$ cat src/rtl/arb_pkg.sv
`default_nettype none
// ============================================================================
// Module   : arb_pkg
// Brief    : Shared channel-index type and round-robin helper for rr_arbiter_4to1.
// Revision : 1.0 - initial release
// ============================================================================
package arb_pkg;

    localparam int NUM_CH = 4;

    typedef logic [1:0] ch_idx_t;

    // Relies on 2-bit overflow so channel 3 wraps back to channel 0.
    function automatic ch_idx_t rr_next(input ch_idx_t idx);
        return idx + 2'd1;
    endfunction

endpackage
`default_nettype wire

$ cat src/rtl/mux_4to1.sv
`default_nettype none
// ============================================================================
// Module   : mux_4to1
// Brief    : Library 4:1 bus multiplexer, sel=0 picks in_a ... sel=3 picks in_d.
// Revision : 1.0 - initial release
// ============================================================================
module mux_4to1 #(
    parameter int BUS_WIDTH = 4
) (
    input  logic [BUS_WIDTH-1:0] in_a,
    input  logic [BUS_WIDTH-1:0] in_b,
    input  logic [BUS_WIDTH-1:0] in_c,
    input  logic [BUS_WIDTH-1:0] in_d,
    input  logic [1:0]           sel,
    output logic [BUS_WIDTH-1:0] out
);

    always_comb begin
        out = in_a;
        case (sel)
            2'd0:    out = in_a;
            2'd1:    out = in_b;
            2'd2:    out = in_c;
            default: out = in_d;
        endcase
    end

endmodule
`default_nettype wire

$ cat src/rtl/rr_priority_enc.sv
`default_nettype none
// ============================================================================
// Module   : rr_priority_enc
// Brief    : Rotating priority encoder; first set req bit at or after ptr wins.
// Revision : 1.0 - initial release
// ============================================================================
module rr_priority_enc
    import arb_pkg::*;
(
    input  logic [NUM_CH-1:0] req,
    input  ch_idx_t           ptr,
    output ch_idx_t           winner,
    output logic              any
);

    ch_idx_t v_idx;
    logic    v_found;

    // With no request the winner falls back to ptr so the select is stable.
    always_comb begin
        winner  = ptr;
        any     = |req;
        v_idx   = ptr;
        v_found = 1'b0;
        for (int k = 0; k < NUM_CH; k++) begin
            v_idx = ptr + ch_idx_t'(k);
            if (!v_found && req[v_idx]) begin
                winner  = v_idx;
                v_found = 1'b1;
            end
        end
    end

endmodule
`default_nettype wire

$ cat src/rtl/rr_arbiter_4to1.sv
`default_nettype none
// ============================================================================
// Module   : rr_arbiter_4to1
// Brief    : 4-channel round-robin arbiter with registered output stage.
//            Optional packet locking enabled by macro RR_ARBITER_PKT_LOCK_EN.
// Revision : 1.0 - initial release
// ============================================================================
module rr_arbiter_4to1
    import arb_pkg::*;
#(
    parameter int BUS_WIDTH = 4
) (
    input  logic                 clk,
    input  logic                 rst_n,
    input  logic [NUM_CH-1:0]    in_valid,
`ifdef RR_ARBITER_PKT_LOCK_EN
    input  logic [NUM_CH-1:0]    in_last,
`endif
    input  logic [BUS_WIDTH-1:0] in_data_a,
    input  logic [BUS_WIDTH-1:0] in_data_b,
    input  logic [BUS_WIDTH-1:0] in_data_c,
    input  logic [BUS_WIDTH-1:0] in_data_d,
    output logic [NUM_CH-1:0]    in_ready,
    output ch_idx_t              arb_sel,
    output logic                 out_valid,
    output logic [BUS_WIDTH-1:0] out_data,
    output ch_idx_t              out_src,
    input  logic                 out_ready
);

    logic                 r_out_valid;
    logic [BUS_WIDTH-1:0] r_out_data;
    ch_idx_t              r_out_src;
    ch_idx_t              r_ptr;

    logic [NUM_CH-1:0]    w_req;
    ch_idx_t              w_winner;
    logic                 w_any;
    logic                 w_load;
    logic                 w_accept;
    ch_idx_t              w_ptr_nxt;
    logic [BUS_WIDTH-1:0] w_mux;

`ifdef RR_ARBITER_PKT_LOCK_EN
    logic    r_locked;
    ch_idx_t r_lock_ch;

    // While locked only the owning channel may win; if it drops valid, nobody does.
    assign w_req     = r_locked ? (in_valid & (4'b0001 << r_lock_ch)) : in_valid;
    assign w_ptr_nxt = in_last[w_winner] ? rr_next(w_winner) : r_ptr;

    always_ff @(posedge clk or negedge rst_n) begin
        if (!rst_n) begin
            r_locked  <= 1'b0;
            r_lock_ch <= '0;
        end else if (w_accept) begin
            r_locked  <= !in_last[w_winner];
            r_lock_ch <= w_winner;
        end
    end
`else
    assign w_req     = in_valid;
    assign w_ptr_nxt = rr_next(w_winner);
`endif

    rr_priority_enc u_enc (
        .req    (w_req),
        .ptr    (r_ptr),
        .winner (w_winner),
        .any    (w_any)
    );

    mux_4to1 #(.BUS_WIDTH(BUS_WIDTH)) u_mux (
        .in_a (in_data_a),
        .in_b (in_data_b),
        .in_c (in_data_c),
        .in_d (in_data_d),
        .sel  (arb_sel),
        .out  (w_mux)
    );

    // rst_n gates the accept so no channel sees ready while reset is held.
    assign w_load   = !r_out_valid || out_ready;
    assign w_accept = w_load && w_any && rst_n;
    assign in_ready = w_accept ? (4'b0001 << w_winner) : 4'b0000;
    assign arb_sel  = w_winner;

    always_ff @(posedge clk or negedge rst_n) begin
        if (!rst_n) begin
            r_out_valid <= 1'b0;
            r_out_data  <= '0;
            r_out_src   <= '0;
            r_ptr       <= '0;
        end else if (w_accept) begin
            r_out_valid <= 1'b1;
            r_out_data  <= w_mux;
            r_out_src   <= w_winner;
            r_ptr       <= w_ptr_nxt;
        end else if (w_load) begin
            r_out_valid <= 1'b0;
        end
    end

    assign out_valid = r_out_valid;
    assign out_data  = r_out_data;
    assign out_src   = r_out_src;

endmodule
`default_nettype wire

$ cat config.mk
export PLATFORM = sky130hd
export DESIGN_NAME = rr_arbiter_4to1
export DESIGN_NICKNAME = d
export VERILOG_FILES = /design/src/rtl/arb_pkg.sv /design/src/rtl/mux_4to1.sv /design/src/rtl/rr_priority_enc.sv /design/src/rtl/rr_arbiter_4to1.sv
export SDC_FILE = /design/constraint.sdc
export NUM_CORES = 1
export LEC_CHECK = 0
export ABC_AREA = 1
export BUFFER_PORTS_ARGS = -buffer_cell sky130_fd_sc_hd__buf_2
export CAP_MARGIN = 15
export CORE_UTILIZATION = 40
export DETAILED_ROUTE_END_ITERATION = 16
export GPL_TIMING_DRIVEN = 0
export PLACE_DENSITY = 0.79
export SETUP_SLACK_MARGIN = 0.05
export SLEW_MARGIN = 40
export SYNTH_ARGS = -nofsm -noshare
export SYNTH_HDL_FRONTEND = slang
export SYNTH_SLANG_ARGS = --single-unit
$ cat constraint.sdc
create_clock -name clk -period 5 [get_ports clk]
set_input_delay 0 -clock clk [delete_from_list [all_inputs] [get_ports clk]]
set_output_delay 0 -clock clk [all_outputs]
set_load 0.01 [all_outputs]
==> results.txt <==
----------------------------------------------------
[Final layout]
  Final layout net count ... around 200
  Post-Layout Inst Area ... ~1100 µm²
  ANT cells ... 0
  Syn-to-layout area delta ... 30.4%
  Final standard cell count with taps included and fillers excluded ... approximately 200
  Layout cells sized above 1 ... ~30%

[Synthesis]
  Cell area after synthesis ... 841 µm²
  #FFs+latches synth ... 9
  Yosys Warn Count ... 0
  Ranking of synthesized cells by area ... sky130_fd_sc_hd__dfrtp_1 (27%), sky130_fd_sc_hd__nand2_1 (26%), sky130_fd_sc_hd__ha_1 (7.4%)
  Leading cell types by count after synthesis ... sky130_fd_sc_hd__nand2_1 (59), sky130_fd_sc_hd__inv_1 (15), sky130_fd_sc_hd__dfrtp_1 (9), sky130_fd_sc_hd__nor2_1 (9), sky130_fd_sc_hd__nand3_1 (8)
  Fraction of registers with async set or reset after synthesis ... 100%
  Yosys top cell area share ... between 20 and 30%
  Synth Net Count ... about 160
  Share of synthesized cell area in full adder, half adder and majority cells ... about 7.4%
  Number of library cell types mapped by synthesis ... 20
  Combinational family with the most area after synthesis ... simple AND/OR/NAND/NOR gates
  Number of synthesized flops with an enable pin ... 0
  Multiplexer share of the synthesized area ... 0%
  Xor and xnor area share after synthesis ... around 1.0%
  Gate count of the mapped netlist ... between 100 and 150
  Average cell area after synthesis ... ~6.3 µm²
  Cell type with the largest total area after synthesis ... sky130_fd_sc_hd__dfrtp_1
  Most instantiated library cell after synthesis ... sky130_fd_sc_hd__nand2_1
  Register area share after synthesis ... ~27%
  Area share of and/or/nand/nor cells after synthesis ... 43.6%
  Compound-Gate Fraction of Synth Area ... roughly a tenth
  Most common flop cell mapped by yosys ... sky130_fd_sc_hd__dfrtp_1

[Min path]
  Beginning of the worst hold path ... in_data_d[1]
  Number of cells on the worst hold path ... 3
  Endpoint with the worst hold slack ... out_data[1]
  Worst hold-check path type ... in2reg

[Critical path]
  Most frequent CP cell ... sky130_fd_sc_hd__nand2_1
  Startpoint type of the worst setup path ... flip-flop
  Crit-path max FO ... 10
  Arrival time reported for the critical path endpoint ... about 2700 ps
  Critical Setup Path Class ... reg2reg
  Peak per-stage delay on the critical path ... 400 ps
  CP Data Required Time ... between 5000 and 6000 ps
  Element type at the critical path end ... flip-flop
  Crit path max-delay cell type ... sky130_fd_sc_hd__dfrtp_1
  CP cell instances ... inv_2, buf_6, nand2_1, nand2_1, nand2_1, nand2_1, nand3_1, nand2_1, nand2_1, nand2_1, nand2_1, nand2_2, inv_1, ha_1, inv_1, nand2_1, a221oi_1, o31ai_1
  Cell depth of the worst flop-to-flop path ... 18
  R2r endpoint ... out_data[3]
  Startpoint of the worst-slack reg-to-reg timing path ... r_ptr[0]
  Reg-to-reg slack, setup ... roughly 2500 ps

[STA]
  Max-slew headroom ... roughly 72%
  Post-route worst setup slack ... around 2500 ps
  Final critical-path share of the clock period ... between 50% and 60%
  Final hold violation count ... 0
  Top achievable clock speed ... 394 MHz
  Final worst clock skew ... 4.28 ps
  Max-slew violation total from the final report ... 0
  RSZ-0062 raised after global routing ... no
  Final critical delay including setup and external delays ... 2540 ps
  Final Setup Violations ... 0
  Final TNS setup ... 0 ps
  Pin slew with the least headroom to its limit ... 423 ps

[Flow run]
  Max-capacitance violation count ... 0

[Floorplanning]
  Die area ... 2290 µm²
  Starting density of the core ... 42.9%
  Top-level port count ... 36
  Site Rows ... 16
  Vertical die dimension ... 47.8 µm
  Die width ... roughly 48 µm
  Placeable Area ... 1960 µm²

[Global routing]
  All-Layer GR Usage ... just over 20%
  Maximum number of pins on one net before global-route repair ... 11
  Global-route wire length before repair ... 3.18 mm
  Via count of the first global-routing pass ... about 820
  Global-route congestion overflow total ... 0
  Number of antenna violations at the first check in global routing ... 0

[CTS]
  CTS clock-pin slew for the worst setup and hold paths ... ~60 ps
  Maximum level of the CTS H-tree ... 1
  Clock buffers created by TritonCTS ... 3
  Sink Count ... 9
  Maximum count of clock buffers along a single path ... 2
  Root Buffer ... sky130_fd_sc_hd__clkbuf_4
  CTS-repair resized insts ... 0
  CTS tree ... done
  Insertion delay of the later-clocked pin in the worst-skew pair ... 270 ps

[Placement]
  Area post-placement ... 1050 µm²
  # placed instances ... around 200
  Last weighted congestion value of the routability-driven placer ... about 0.8
  Number of buffers inserted by port buffering ... 35
  Worst slack after detailed placement ... 2480 ps
  HPWL after DPL ... about 1.7 mm

[Route]
  Post-detailed-route via-to-cell ratio ... a little under 5
  Post-DR wirelength/cell ... around 11 µm
  Total number of vias ... approximately 970
  First-pass DRT Iterations ... 4
  Iteration-0 DRC Markers ... 13
  Total detailed-routing wirelength ... between 2 and 2.5 mm
  Residual DRC ... 0
  Post-route ant nets ... 0

[Power]
  Leakage Power ... 0.000658 µW
  Power per cell area ... 753 nW/µm²
  Worst VDD drop ... 0.465 mV

[Run status]
  Outcome ... completed

----------------------------------------------------
-- repair_timing --
item / in CTS / in global routing
buffers inserted: 0 / 0
hold buffers: 2 / 0
hold endpoints to repair: 10 / 0
setup endpoints to repair: 0 / 0
-- routing by layer --
layer	part of all wire (%)	GRT usage, %	up-vias
met4	1.5	10.6	0
met5	0	0	-
li1	-	-	502
met2	51	37.3	35
met1	43	22.3	432
met3	5.0	3.02	3
-- layout by cell type (no fill, tap or decap) --
cell type                        n
sky130_fd_sc_hd__nand2_1        59
sky130_fd_sc_hd__buf_2          35
sky130_fd_sc_hd__inv_1          15
sky130_fd_sc_hd__nor2_1          9
sky130_fd_sc_hd__dfrtp_1         9
sky130_fd_sc_hd__nand3_1         8
sky130_fd_sc_hd__nand2_2         5
sky130_fd_sc_hd__ha_1            5
sky130_fd_sc_hd__a221oi_1        4
sky130_fd_sc_hd__o31ai_1         4
sky130_fd_sc_hd__clkbuf_1        3
sky130_fd_sc_hd__clkbuf_4        3
sky130_fd_sc_hd__inv_2           2
sky130_fd_sc_hd__o21ai_2         2
sky130_fd_sc_hd__nand4_1         2
sky130_fd_sc_hd__dlygate4sd3_1   2
sky130_fd_sc_hd__buf_6           1
sky130_fd_sc_hd__nand2_4         1
sky130_fd_sc_hd__buf_4           1
sky130_fd_sc_hd__xor2_1          1
sky130_fd_sc_hd__nand3_2         1
sky130_fd_sc_hd__nor2_2          1
sky130_fd_sc_hd__o21ai_0         1
-- power breakdown --
part / switching (µW) / leakage [µW] / total [µW] / internal (µW)
Sequential: 22.3 / 0.000111 / 128 / 106
Combinational: 402 / 0.000532 / 637 / 235
Clock: 28.6 / 0.0000150 / 59.5 / 30.9
-- through the flow --
step	hold slack, ps	total power (µW)	util, %
finish	28.5	825	55.9
detailed placement	-134	766	53.5
CTS	34.5	829	55.9
floorplan	-296	589	-
global placement	-139	729	53.5
global route	59.0	916	55.9
-- cell families after synthesis --
family / Yosys count
AOI/OAI and AO/OA: 11
buffers and inverters: 21
DFF: 9
and+or+nand+nor: 86
xor gates and xnor gates: 1
adders and majority gates: 5
-- worst max-delay path: cells and delay by family, from the launching register on --
family	cells	cell delay, ps
buffers and inverters	4	460
adder cells (fa/ha/maj)	1	190
AO/OA/AOI/OAI	2	430
flip-flops	1	400
AND/OR/NAND/NOR	11	930
-- how the worst max path moves through the flow --
stage	from	end	slack, ps	depth (start not counted)
floorplan	r_ptr[0]	out_data[0]	2880	18
global placement	r_ptr[0]	out_data[3]	2630	18
detailed placement	r_ptr[0]	out_data[3]	2480	18
CTS	r_ptr[0]	out_data[3]	2470	18
global route	r_ptr[0]	out_data[3]	2200	18
finish	r_ptr[0]	out_data[3]	2460	18
-- layout make-up --
type	instances	area, µm²
multi-input combinational	103	526
sequential	9	225
inverter	17	63.8
fill	206	866
tap	27	33.8
clock buffer	4	26.3
timing repair buffer	37	195
buffer	4	26.3
-- flip-flops by register name (all words and copies together) (netlist names) --
name,cells
out_valid,1
r_ptr,2
out_data,4
out_src,2
No activity file was read; power rests on OpenSTA's default activity.
